## config.mk

```make
export PLATFORM = sky130hd
export DESIGN_NAME = life_tracker
export DESIGN_NICKNAME = d
export VERILOG_FILES = /design/src/rtl/life_tracker.sv
export SDC_FILE = /design/constraint.sdc
export NUM_CORES = 1
export LEC_CHECK = 0
export BUFFER_PORTS_ARGS = -buffer_cell sky130_fd_sc_hd__buf_4
export CAP_MARGIN = 10
export CORE_MARGIN = 5
export CORE_UTILIZATION = 64
export CTS_BUF_LIST = sky130_fd_sc_hd__clkbuf_4 sky130_fd_sc_hd__clkbuf_8
export DETAILED_ROUTE_END_ITERATION = 10
export GPL_TIMING_DRIVEN = 0
export HOLD_SLACK_MARGIN = 0.15
export PLACE_DENSITY = 0.82
export SLEW_MARGIN = 10
export SYNTH_ARGS = -nofsm -noshare
export SYNTH_HDL_FRONTEND = slang
export SYNTH_SLANG_ARGS = --single-unit
```

## constraint.sdc

```tcl
create_clock -name clk -period 2.85 [get_ports clk]
set_input_delay 0.1425 -clock clk [delete_from_list [all_inputs] [get_ports clk]]
set_output_delay 0.1425 -clock clk [all_outputs]
set_load 0.005 [all_outputs]
```

## src/rtl/life_tracker.sv

```systemverilog
`default_nettype none
// ============================================================================
//  Module   : life_tracker
//  Purpose  : Tracks the remaining lives in a game. A raw, bouncy hit input is
//             synchronised and debounced. Each accepted hit costs one life and
//             sends a fixed-length active-low pulse to the beeper stage. The
//             design flags game over once the last life is gone.
//  Ports    : clk          - system clock, rising edge
//             rst_n        - asynchronous active-low reset
//             hit_in       - raw hit sensor, active-high, asynchronous
//             restart      - synchronous active-high new-game request
//             lives        - remaining lives (registered)
//             life_change  - active-low per-hit notification (registered)
//             game_over    - high while no lives remain (registered)
//  Revision : 1.0 - initial release
// ============================================================================
module life_tracker #(
    parameter int INIT_LIVES      = 3,
    parameter int LIFE_W          = 3,
    parameter int DEBOUNCE_CYCLES = 1000000,
    parameter int PULSE_CYCLES    = 5000000
) (
    input  logic              clk,
    input  logic              rst_n,
    input  logic              hit_in,
    input  logic              restart,
    output logic [LIFE_W-1:0] lives,
    output logic              life_change,
    output logic              game_over
);

    // Counters are wide enough to hold their full parameter value.
    localparam int DB_W = $clog2(DEBOUNCE_CYCLES + 1);
    localparam int PC_W = $clog2(PULSE_CYCLES + 1);

    localparam logic [LIFE_W-1:0] C_INIT_LIVES = LIFE_W'(INIT_LIVES);
    localparam logic [DB_W-1:0]   C_DB_LAST    = DB_W'(DEBOUNCE_CYCLES - 1);
    localparam logic [PC_W-1:0]   C_PC_LAST    = PC_W'(PULSE_CYCLES - 1);

    typedef enum logic [1:0] {
        PLAY  = 2'd0,
        PULSE = 2'd1,
        OVER  = 2'd2
    } state_t;

    // ------------------------------------------------------------------
    // Input synchroniser
    // ------------------------------------------------------------------
    logic r_sync_meta;
    logic r_sync;

    always_ff @(posedge clk or negedge rst_n) begin
        if (!rst_n) begin
            r_sync_meta <= 1'b0;
            r_sync      <= 1'b0;
        end else begin
            r_sync_meta <= hit_in;
            r_sync      <= r_sync_meta;
        end
    end

    // ------------------------------------------------------------------
    // Debounce filter. The filtered level flips on the DEBOUNCE_CYCLES-th
    // consecutive cycle of disagreement. Any agreeing cycle restarts the
    // count. This path runs regardless of game state.
    // ------------------------------------------------------------------
    logic [DB_W-1:0] r_db_cnt;
    logic            r_filt;
    logic            r_filt_d;
    logic            w_hit_evt;

    always_ff @(posedge clk or negedge rst_n) begin
        if (!rst_n) begin
            r_db_cnt <= '0;
            r_filt   <= 1'b0;
        end else if (r_sync != r_filt) begin
            if (r_db_cnt == C_DB_LAST) begin
                r_filt   <= r_sync;
                r_db_cnt <= '0;
            end else begin
                r_db_cnt <= r_db_cnt + DB_W'(1);
            end
        end else begin
            r_db_cnt <= '0;
        end
    end

    always_ff @(posedge clk or negedge rst_n) begin
        if (!rst_n) begin
            r_filt_d <= 1'b0;
        end else begin
            r_filt_d <= r_filt;
        end
    end

    // A single-cycle event on each rising edge of the filtered level.
    // Because the filter resets low, a hit held through reset still
    // yields one event.
    assign w_hit_evt = r_filt & ~r_filt_d;

    // ------------------------------------------------------------------
    // Game FSM: state register and registered outputs
    // ------------------------------------------------------------------
    state_t            r_state;
    state_t            w_state_nxt;
    logic [PC_W-1:0]   r_pcnt;
    logic [PC_W-1:0]   w_pcnt_nxt;
    logic [LIFE_W-1:0] w_lives_nxt;
    logic              w_life_change_nxt;
    logic              w_game_over_nxt;

    always_ff @(posedge clk or negedge rst_n) begin
        if (!rst_n) begin
            r_state     <= PLAY;
            r_pcnt      <= '0;
            lives       <= C_INIT_LIVES;
            life_change <= 1'b1;
            game_over   <= 1'b0;
        end else begin
            r_state     <= w_state_nxt;
            r_pcnt      <= w_pcnt_nxt;
            lives       <= w_lives_nxt;
            life_change <= w_life_change_nxt;
            game_over   <= w_game_over_nxt;
        end
    end

    // Next-state logic. Restart has top priority and also swallows any hit
    // event in the same cycle. Hit events that arrive outside PLAY are
    // dropped because only PLAY looks at them.
    always_comb begin
        w_state_nxt       = r_state;
        w_pcnt_nxt        = r_pcnt;
        w_lives_nxt       = lives;
        w_life_change_nxt = life_change;
        w_game_over_nxt   = game_over;

        if (restart) begin
            w_state_nxt       = PLAY;
            w_pcnt_nxt        = '0;
            w_lives_nxt       = C_INIT_LIVES;
            w_life_change_nxt = 1'b1;
            w_game_over_nxt   = 1'b0;
        end else begin
            case (r_state)
                PLAY: begin
                    // Guard against a zero count keeps lives from wrapping.
                    if (w_hit_evt && (lives != '0)) begin
                        w_lives_nxt       = lives - LIFE_W'(1);
                        w_life_change_nxt = 1'b0;
                        w_pcnt_nxt        = '0;
                        w_state_nxt       = PULSE;
                    end
                end
                PULSE: begin
                    // The counter reaches C_PC_LAST on the last low cycle,
                    // so life_change is low for exactly PULSE_CYCLES cycles.
                    if (r_pcnt == C_PC_LAST) begin
                        w_pcnt_nxt        = '0;
                        w_life_change_nxt = 1'b1;
                        if (lives == '0) begin
                            w_state_nxt     = OVER;
                            w_game_over_nxt = 1'b1;
                        end else begin
                            w_state_nxt = PLAY;
                        end
                    end else begin
                        w_pcnt_nxt = r_pcnt + PC_W'(1);
                    end
                end
                OVER: begin
                    w_game_over_nxt = 1'b1;
                end
                default: begin
                    w_state_nxt = PLAY;
                end
            endcase
        end
    end

endmodule
`default_nettype wire

```

==> results by group, run 1 <==
Drt
  • Drt drc: 0
  • Metal2 WL: 2.51 mm
  • DRT antenna net count: 0
  • Via Count: 1957
  • Final wirelength: 4.95 mm
  • Wire length on met3: 141 um
  • DR top layer: met4
  • Vias per cell: 5.71
  • Initial DRC count: between 90 and 100
  • Per-cell routed wire length: approximately 14 um
  • First-pass DRT Iterations: 4
  • DRT met1 WL: 2.24 mm

Critical path
  • R2R Path Start: lives[0]
  • Arrival @ worst endpoint: 2.87 ns
  • Reg2Reg Depth: 7
  • Critical path peak fanout: 9
  • CP startpoint: lives[0]
  • CP max stage cell: dfstp_2
  • Critical path, cell by cell: inv_1, ha_1, nor2b_1, o21ai_1, nand3_1, or4_1, a21oi_2
  • CP bufs+invs: 1
  • Slowest stage delay, CP: 0.57 ns
  • CP required: 3.11 ns
  • CP Launch Type: flip-flop
  • RR Endpoint: r_pcnt[15]
  • Reg2reg setup slack: about 0.24 ns
  • Cell family with most CP delay: simple AND/OR/NAND/NOR gates
  • WS Path Type: flip-flop to flip-flop
  • CP Capture Type: flip-flop

Clocking
  • Postcts setup bufs: 0
  • Clock Path Buffers: 2
  • Clock sink count: 54
  • Post_cts resized: 0
  • Root Buffer: clkbuf_8
  • CTS clk-pin slew, worst paths: 0.11 ns
  • CTS Buf Count: 5
  • CTS tree: done
  • Skew-Pair Late Insertion Delay: 0.32 ns
  • Cts hold-fix bufs: 2
  • H-tree depth: 2

STA
  • RSZ-0062 raised after global routing: false
  • Max Clock Skew: 0.0218 ns
  • Final Hold Fails: 0
  • Setup tns final: 0 ns
  • # setup viols final: 0
  • Minimum clock period: roughly 2.6 ns
  • Final Cycle Share: 91.6%
  • Slew @ Worst Pin: around 0.92 ns
  • Max Slew Vio Count: 0
  • Fmax: approximately 0.38 GHz
  • Slew margin rel.: 37.8%

Yosys
  • Post-synthesis cell area: 2750 sq um
  • Synth warn: 0
  • Post-synthesis cell type count: 36
  • Post-synth ARST share: 100%
  • Synth Flop Type: dfrtp_1
  • Register area share after synthesis: 49.3%
  • Synthesized flop and latch total: 54
  • Post-synth EDFFs: 0
  • Mapped Cells: 275
  • Post-synthesis area per instance: approximately 10 sq um
  • Syn_nets: 283

Die
  • Die H: 75.5 um
  • Die width: 75.5 um
  • # IOs: 9
  • Core ar.: roughly 4000 sq um
  • DIE AREA: 5700 sq um
  • # rows: 23
  • Initial core utilization: between 60% and 70%

Placed design
  • HPWL after DPL: 3.54 mm
  • RD Place Congestion: 0.877
  • IO buf count: 8

Run status
  • Status: finished, final reports clean

Global route
  • All-Layer GR Usage: 19.6%
  • Largest net degree at the start of global routing: 55
  • Vias in the first global route: 1896
  • First-pass GRT wire length: 8.45 mm
  • Initial antenna violation count: 0
  • GRT Residual Overflow: 0

Worst hold path
  • Hold WC Path Type: primary input to flip-flop
  • Worst Hold End: r_state[1]
  • HP Start: restart
  • Hold path depth: 3

Pwr
  • Final Power: 0.00126 W
  • P_int: 0.000966 W
  • Sw Share: a little under a quarter
  • Switch Pwr: 0.000298 W
  • Comb pwr share: 4.4%
  • P per Cell Area: 424 nW/um^2
  • Leak pwr: between 1 and 1.5 nW
  • Peak VDD IR: 0.000267 V
  • Clk network pwr share: 34.3%
  • Seq pwr share: 61.3%

Finish
  • FILL cells: 308
  • Fin util: 73.0%
  • Final nets: 300
  • Antenna diodes: 0
  • Area Growth Syn to Fin: 8.66%
  • Share of layout cells above drive strength 1: approximately 16%

Job
  • Max-Cap Viols: 0
## cells in the mapped netlist (all sizes together), types with 2 or more instances
cell type / count / area share [%]
nor3: 4 / 0.73
nand3: 19 / 3.5
nand4: 16 / 3.6
clkbuf: 5 / 0.68
and2: 4 / 0.91
nand2: 17 / 2.3
nor4b: 2 / 0.64
nor2: 48 / 8.0
nand2b: 5 / 1.1
buf: 2 / 1.5
or4: 4 / 1.2
a21oi: 7 / 1.8
nor4: 5 / 1.7
dfrtp: 51 / 46
dfstp: 3 / 2.9
xnor2: 10 / 3.2
or3: 6 / 1.5
o31ai: 2 / 0.55
o21ai: 8 / 1.5
ha: 4 / 1.8
and3: 8 / 1.8
xor2: 27 / 8.6
nor2b: 3 / 0.68
inv: 9 / 1.2
## layout make-up
type | count | area (sq um) | area share (%)
Timing Repair Buffer | 10 | 80.1 | 2.68
Inverter | 9 | 33.8 | 1.13
Multi-Input combinational cell | 205 | 1300 | 43.5
Tap cell | 50 | 62.6 | 2.10
Clock buffer | 5 | 68.8 | 2.31
Clock inverter | 3 | 26.3 | 0.881
Buffer | 7 | 58.8 | 1.97
Sequential cell | 54 | 1360 | 45.4
## cells in the final DEF (no fill, tap or decap), types with 9 or more instances in the layout
master and n:
inv_1 9, nand4_1 16, xnor2_1 10, dfrtp_1 51, xor2_1 27, nor2_1 32, nor2_2 16, nand3_1 19
nand2_1 17
## worst register-to-register path: cells and delay by family (launching register included)
kind	cells	cell delay, ns
AOI/OAI and AO/OA	2	0.68
adders and majority gates	1	0.18
buffers and inverters	1	0.06
DFF	1	0.57
and+or+nand+nor	3	1.07
## per-layer routing
layer	track usage, %	vias up
met4	6.80	0
met5	0	-
met3	3.69	7
li1	-	974
met1	24.2	943
met2	34.4	33
## cells by family after synthesis
logic type	count (synthesis)	share of synthesized area, %
and+or+nand+nor	145	29.1
DFF	54	49.3
xor gates and xnor gates	37	11.8
AOI/OAI and AO/OA	18	4.15
buffers and inverters	16	3.37
adders and majority gates	4	1.82
muxes	1	0.410
## per-stage QoR
step                hold WS [ns]  cell area (sq um)  cells  setup WS [ns]
global route               0.346               2980    343         0.0604
global placement           0.209               2870    333          0.340
finish                     0.307               2980    343          0.238
CTS                        0.303               2980    343          0.251
detailed placement         0.215               2870    333          0.294
floorplan                 -0.153               2750    275          0.665
## how the worst max path moves through the flow
| stage | endpoint | cells after the start | slack (ns) |
|---|---|---|---|
| finish | r_pcnt[15] | 7 | 0.24 |
| CTS | r_pcnt[15] | 7 | 0.25 |
| detailed placement | r_pcnt[15] | 7 | 0.29 |
| global placement | r_pcnt[15] | 7 | 0.34 |
| global route | r_pcnt[15] | 7 | 0.06 |
| floorplan | r_pcnt[15] | 6 | 0.66 |
## sequential cells by signal, summed over array words and instances (netlist names)
signal and flops:
r_state 2, life_change 1, r_sync_meta 1, r_filt_d 1
r_db_cnt 20, r_sync 1, game_over 1, r_pcnt 23
r_filt 1, lives 3
## power groups by stage
stage | combinational [W] | sequential, W | clock [W]
after CTS | 0.0000570 | 0.000775 | 0.000444
final | 0.0000555 | 0.000776 | 0.000433
after global routing | 0.0000637 | 0.000777 | 0.000473
after detailed placement | 0.0000547 | 0.000790 | 0
after global placement | 0.0000538 | 0.000790 | 0
after floorplan | 0.0000298 | 0.000789 | 0
No activity file was read; power rests on OpenSTA's default activity.
==> inputs of run 2 (changes only) <==
--- a/config.mk
+++ b/config.mk
@@ -13,7 +13,7 @@
 export DETAILED_ROUTE_END_ITERATION = 10
 export GPL_TIMING_DRIVEN = 0
 export HOLD_SLACK_MARGIN = 0.15
-export PLACE_DENSITY = 0.82
+export PLACE_DENSITY = 0.8
 export SLEW_MARGIN = 10
 export SYNTH_ARGS = -nofsm -noshare
 export SYNTH_HDL_FRONTEND = slang
==> results by group, run 2 (synthesized netlist as in run 1, its figures left out) <==
Run status
  • Status: finished, final reports clean (unchanged)

Clocking
  • H-tree depth: 2 (unchanged)
  • CTS Buf Count: 5 (unchanged)
  • Root Buffer: clkbuf_8 (unchanged)
  • Skew-Pair Late Insertion Delay: 0.31 ns (was 0.32 ns)
  • Cts hold-fix bufs: 2 (unchanged)
  • CTS clk-pin slew, worst paths: 0.10 ns (was 0.11 ns)
  • Clock Path Buffers: 2 (unchanged)
  • CTS tree: done (unchanged)
  • Postcts setup bufs: 0 (unchanged)
  • Post_cts resized: 0 (unchanged)
  • Clock sink count: 54 (unchanged)

Finish
  • Final nets: 300 (unchanged)
  • Largest regs: r_pcnt: 23 flops, r_db_cnt: 20 flops, lives: 3 flops (unchanged)
  • Antenna diodes: 0 (unchanged)
  • Max reg flops: 23 (unchanged)
  • Share of layout cells above drive strength 1: 15.7% (unchanged)
  • Area Growth Syn to Fin: 9.34% (was 8.66%)
  • Commonest non-fill, non-tap cell in the layout: dfrtp_1 (unchanged)
  • Largest Register: r_pcnt (unchanged)
  • Most frequent cells in the layout: dfrtp_1 (51), nor2_1 (32), xor2_1 (27) (unchanged)

Job
  • Max-Cap Viols: 0 (unchanged)

Critical path
  • Slowest stage delay, CP: 0.57 ns (about the same)
  • CP Launch Type: flip-flop (unchanged)
  • CP max stage cell: dfstp_2 (unchanged)
  • CP required: 3.10 ns (was 3.11 ns)
  • CP bufs+invs: 1 (unchanged)
  • Critical path peak fanout: 9 (unchanged)
  • Cell family with most CP delay: simple AND/OR/NAND/NOR gates (unchanged)
  • CP Capture Type: flip-flop (unchanged)
  • Arrival @ worst endpoint: 2.88 ns (was 2.87 ns)
  • WS Path Type: flip-flop to flip-flop (unchanged)
  • Critical path, cell by cell: inv_1, ha_1, nor2b_1, o21ai_1, nand3_1, or4_1, a21oi_2 (unchanged)

Drt
  • Final wirelength: 4.82 mm (was 4.95 mm)
  • Drt drc: 0 (unchanged)
  • First-pass DRT Iterations: 5 (was 4)
  • Vias per cell: 5.66 (was 5.71)
  • Per-cell routed wire length: 14.1 um (was 14.4 um)
  • Via Count: 1943 (was 1957)
  • DRT antenna net count: 0 (unchanged)
  • Initial DRC count: 111 (was 97)

Die
  • # IOs: 9 (unchanged)
  • Core ar.: 4090 sq um (unchanged)
  • # rows: 23 (unchanged)
  • Initial core utilization: 67.2% (unchanged)
  • Die width: 75.5 um (unchanged)
  • Die H: 75.5 um (unchanged)
  • DIE AREA: 5700 sq um (unchanged)

Global route
  • Vias in the first global route: 1953 (was 1896)
  • Largest net degree at the start of global routing: 55 (unchanged)
  • All-Layer GR Usage: 19.1% (was 19.6%)
  • First-pass GRT wire length: 8.51 mm (was 8.45 mm)
  • GRT Residual Overflow: 0 (unchanged)
  • Initial antenna violation count: 0 (unchanged)

Pwr
  • Leak pwr: 1.28 nW (was 1.27 nW)
  • Peak VDD IR: 0.000341 V (was 0.000267 V)
  • Final Power: 0.00134 W (was 0.00126 W)
  • P per Cell Area: 446 nW/um^2 (was 424 nW/um^2)

STA
  • Final Cycle Share: 92.3% (was 91.6%)
  • Fmax: 0.380 GHz (was 0.383 GHz)
  • Slew margin rel.: 40.5% (was 37.8%)
  • # setup viols final: 0 (unchanged)
  • Max Slew Vio Count: 0 (unchanged)
  • RSZ-0062 raised after global routing: false (unchanged)
  • Minimum clock period: 2.63 ns (was 2.61 ns)
  • Slew @ Worst Pin: 0.884 ns (was 0.924 ns)
  • Max Clock Skew: 0.0161 ns (was 0.0218 ns)
  • Setup tns final: 0 ns (unchanged)
  • WHS: 0.315 ns (was 0.307 ns)
  • Final Hold Fails: 0 (unchanged)

Placed design
  • HPWL after DPL: 3.35 mm (was 3.54 mm)
  • RD Place Congestion: 0.856 (was 0.877)
  • IO buf count: 8 (unchanged)

Worst hold path
  • Hold WC Path Type: primary input to flip-flop (unchanged)
[run 2: cell count changes in the layout (fill, tap and decap cells not counted), sizes merged]
cell      before  now
clkbuf        10   11
bufinv         0    1
clkinv         3    0
clkinvlp       0    1
[run 2: power by group]
group | internal, W | switching (W) | total [W] | leakage [nW]
registers | 0.000771 | 0.00000440 | 0.000775 | 0.737
logic | 0.0000179 | 0.0000373 | 0.0000552 | 0.487
clock network | 0.000272 | 0.000237 | 0.000508 | 0.0548
[run 2: final timing paths]
kind,startpoint,end,slack [ns],cells after the start
setup / recovery,lives[0],r_pcnt[15],0.22,7
hold / removal,restart,lives[2],0.31,3
setup reg to reg,lives[0],r_pcnt[15],0.22,7
hold reg to reg,r_sync_meta,r_sync,0.39,0
max in group asynchronous,rst_n,r_db_cnt[14],2.00,2
min in group asynchronous,rst_n,r_state[0],0.38,2
[run 2: layout make-up]
type / instances / area [sq um]
plain buffers: 7 / 58.8
clock buffers: 6 / 76.3
clock inverters: 2 / 37.5
fillers: 296 / 1080
inverters: 9 / 33.8
multi-input cells: 205 / 1300
flip-flops and latches: 54 / 1360
well taps: 50 / 62.6
repair buffers: 10 / 80.1
[run 2: metal layers]
layer  GRT usage (%)  vias up  share of wire [%]
met4            6.21        0               0.81
met1            24.3      927                 45
li1                -      974                  -
met5               0        -                  0
met3            4.22        4                4.0
met2            32.4       38                 50
[run 2: per-stage QoR]
stage                     area (sq um)  util [%]  instances  worst slack, ns
after floorplan                   2750         -        275            0.665
after global placement            2870      70.2        333            0.300
after detailed placement          2870      70.2        333            0.288
after CTS                         3000      73.5        343            0.267
after global routing              3000      73.5        343           0.0792
final                             3000      73.5        343            0.219
[run 2: tightest hold or removal path, stage by stage]
cell	delay (ns)
buf_4	0.11
clkbuf_1	0.19
nor2_1	0.14
==> inputs of run 3 (changes only) <==
--- a/config.mk
+++ b/config.mk
@@ -13,7 +13,9 @@
 export DETAILED_ROUTE_END_ITERATION = 10
 export GPL_TIMING_DRIVEN = 0
 export HOLD_SLACK_MARGIN = 0.15
-export PLACE_DENSITY = 0.8
+export PLACE_DENSITY = 0.87
+export RECOVER_POWER = 25
+export SKIP_CTS_REPAIR_TIMING = 1
 export SLEW_MARGIN = 10
 export SYNTH_ARGS = -nofsm -noshare
 export SYNTH_HDL_FRONTEND = slang
==> results by group, run 3 (synthesized netlist as in run 1, its figures left out) <==
Drt
  • DRT antenna net count: 0 (unchanged)
  • Final wirelength: 5.20 mm (was 4.82 mm)
  • Drt drc: 0 (unchanged)
  • Per-cell routed wire length: 15.2 um (was 14.1 um)
  • Via Count: 2030 (was 1943)
  • Initial DRC count: 200 (was 111)
  • First-pass DRT Iterations: 5 (unchanged)
  • Vias per cell: 5.92 (was 5.66)

Pwr
  • Peak VDD IR: 0.000316 V (was 0.000341 V)
  • Clk network pwr share: 42.8% (was 38.0%)
  • Comb pwr share: 3.8% (was 4.1%)
  • Seq pwr share: 53.4% (was 57.9%)
  • Final Power: 0.00145 W (was 0.00134 W)
  • P_int: 0.00116 W (was 0.00106 W)
  • Switch Pwr: 0.000290 W (was 0.000278 W)
  • Leak pwr: 1.29 nW (was 1.28 nW)
  • P per Cell Area: 480 nW/um^2 (was 446 nW/um^2)
  • Sw Share: 20.0% (was 20.8%)

Global route
  • Largest net degree at the start of global routing: 55 (unchanged)
  • GRT Residual Overflow: 0 (unchanged)
  • First-pass GRT wire length: 9.08 mm (was 8.51 mm)
  • All-Layer GR Usage: 20.9% (was 19.1%)
  • Initial antenna violation count: 0 (unchanged)
  • Vias in the first global route: 2004 (was 1953)

STA
  • Max Slew Vio Count: 0 (unchanged)
  • Minimum clock period: 2.71 ns (was 2.63 ns)
  • Setup tns final: 0 ns (unchanged)
  • Slew margin rel.: 16.1% (was 40.5%)
  • Slew @ Worst Pin: 1.26 ns (was 0.884 ns)
  • Final Cycle Share: 95.2% (was 92.3%)
  • # setup viols final: 0 (unchanged)
  • RSZ-0062 raised after global routing: false (unchanged)
  • Final Hold Fails: 0 (unchanged)
  • Fmax: 0.369 GHz (was 0.380 GHz)
  • Max Clock Skew: 0.0150 ns (was 0.0161 ns)

Die
  • # rows: 23 (unchanged)
  • Core ar.: 4090 sq um (unchanged)
  • DIE AREA: 5700 sq um (unchanged)
  • Die width: 75.5 um (unchanged)
  • # IOs: 9 (unchanged)
  • Die H: 75.5 um (unchanged)
  • Initial core utilization: 67.2% (unchanged)

Finish
  • Combined area of the multi-input logic cells: 1300 sq um (unchanged)
  • FILL cells: 283 (was 296)
  • FF/Latch Area: 1360 sq um (unchanged)
  • Share of layout cells above drive strength 1: 15.7% (unchanged)
  • Final nets: 300 (unchanged)
  • Non-Filler Cell Area, Final: 3030 sq um (was 3000 sq um)
  • Antenna diodes: 0 (unchanged)
  • Area Growth Syn to Fin: 10.3% (was 9.34%)
  • Max reg flops: 23 (unchanged)
  • Most frequent cells in the layout: dfrtp_1 (51), nor2_1 (32), xor2_1 (27) (unchanged)
  • Largest regs: r_pcnt: 23 flops, r_db_cnt: 20 flops, lives: 3 flops (unchanged)
  • Largest Register: r_pcnt (unchanged)
  • Final cell count without fillers: 343 (unchanged)
  • Commonest non-fill, non-tap cell in the layout: dfrtp_1 (unchanged)

Critical path
  • Crit path to: r_pcnt[15] (unchanged)
  • R2R Path Start: lives[0] (unchanged)
  • Cell family with most CP delay: simple AND/OR/NAND/NOR gates (unchanged)
  • Cell count along the critical path: 7 (unchanged)
  • Critical path peak fanout: 9 (unchanged)
  • CP startpoint: lives[0] (unchanged)
  • Slowest stage delay, CP: 0.60 ns (was 0.57 ns)
  • Arrival @ worst endpoint: 2.96 ns (was 2.88 ns)
  • Reg2reg setup slack: 0.14 ns (was 0.22 ns)
  • CP Capture Type: flip-flop (unchanged)
  • WS Path Type: flip-flop to flip-flop (unchanged)
  • Reg2Reg Depth: 7 (unchanged)
  • RR Endpoint: r_pcnt[15] (unchanged)
  • Critical path, cell by cell: inv_1, ha_1, nor2b_1, o21ai_1, nand3_1, or4_1, a21oi_2 (unchanged)
  • CP required: 3.10 ns (about the same)
  • CP Launch Type: flip-flop (unchanged)
  • CP max stage cell: o21ai_1 (was dfstp_2)
  • CP bufs+invs: 1 (unchanged)

Clocking
  • Clock Path Buffers: 2 (unchanged)
  • CTS tree: done (unchanged)
  • H-tree depth: 2 (unchanged)
  • CTS Buf Count: 5 (unchanged)
  • CTS clk-pin slew, worst paths: 0.10 ns (about the same)
  • Skew-Pair Late Insertion Delay: 0.32 ns (was 0.31 ns)
  • Clock sink count: 54 (unchanged)
  • Root Buffer: clkbuf_8 (unchanged)

Placed design
  • Placed inst area: 2870 sq um (unchanged)
  • RD Place Congestion: 0.813 (was 0.856)
  • IO buf count: 8 (unchanged)
  • Dpl cells: 333 (unchanged)
  • HPWL after DPL: 3.51 mm (was 3.35 mm)

Worst hold path
  • Hold WC Path Type: primary input to flip-flop (unchanged)

Job
  • Max-Cap Viols: 0 (unchanged)

Run status
  • Status: finished, final reports clean (unchanged)
run 3: tightest hold or removal path: stages:
cell and delay, ns:
buf_4 0.11, clkbuf_1 0.21, nor2_1 0.14
run 3: worst min-delay path by stage:
stage	start	end	slack, ns	cells past startpoint
floorplan	rst_n	game_over	-0.15	0
global placement	rst_n	lives[2]	0.21	1
detailed placement	rst_n	lives[2]	0.22	1
CTS	rst_n	lives[2]	-0.12	1
global route	restart	lives[0]	0.37	3
finish	restart	r_state[1]	0.31	3
run 3: layout make-up:
| cell class | count | share of cell area (%) |
|---|---|---|
| buffer | 7 | 1.94 |
| clock buffer | 6 | 2.73 |
| clock inverter | 2 | 1.98 |
| inverter | 9 | 1.12 |
| multi-input combinational | 205 | 42.9 |
| sequential | 54 | 44.7 |
| tap | 50 | 2.07 |
| timing repair buffer | 10 | 2.56 |
run 3: layer usage:
metal	global-route usage (%)	vias to the layer above	wire length (um)
met5	0	-	0
met4	10.9	0	134
met3	4.62	21	239
met2	34.0	61	2470
met1	26.0	979	2350
li1	-	969	-
run 3: power by group through the flow:
stage | combinational (W) | sequential, W | clock (W)
after detailed placement | 0.0000549 | 0.000790 | 0
final | 0.0000555 | 0.000775 | 0.000622
after CTS | 0.0000554 | 0.000775 | 0.000626
after global routing | 0.0000630 | 0.000777 | 0.000661
after floorplan | 0.0000298 | 0.000789 | 0
after global placement | 0.0000540 | 0.000790 | 0
run 3: through the flow:
| step | setup slack, ns | utilization, % | hold WS [ns] |
|---|---|---|---|
| 3_3_place_gp | 0.316 | 70.2 | 0.212 |
| 5_1_grt | 0.0434 | 74.1 | 0.372 |
| 3_5_place_dp | 0.219 | 70.2 | 0.217 |
| 6_report | 0.137 | 74.1 | 0.314 |
| 2_1_floorplan | 0.665 | - | -0.153 |
| 4_1_cts | 0.169 | 73.7 | -0.119 |
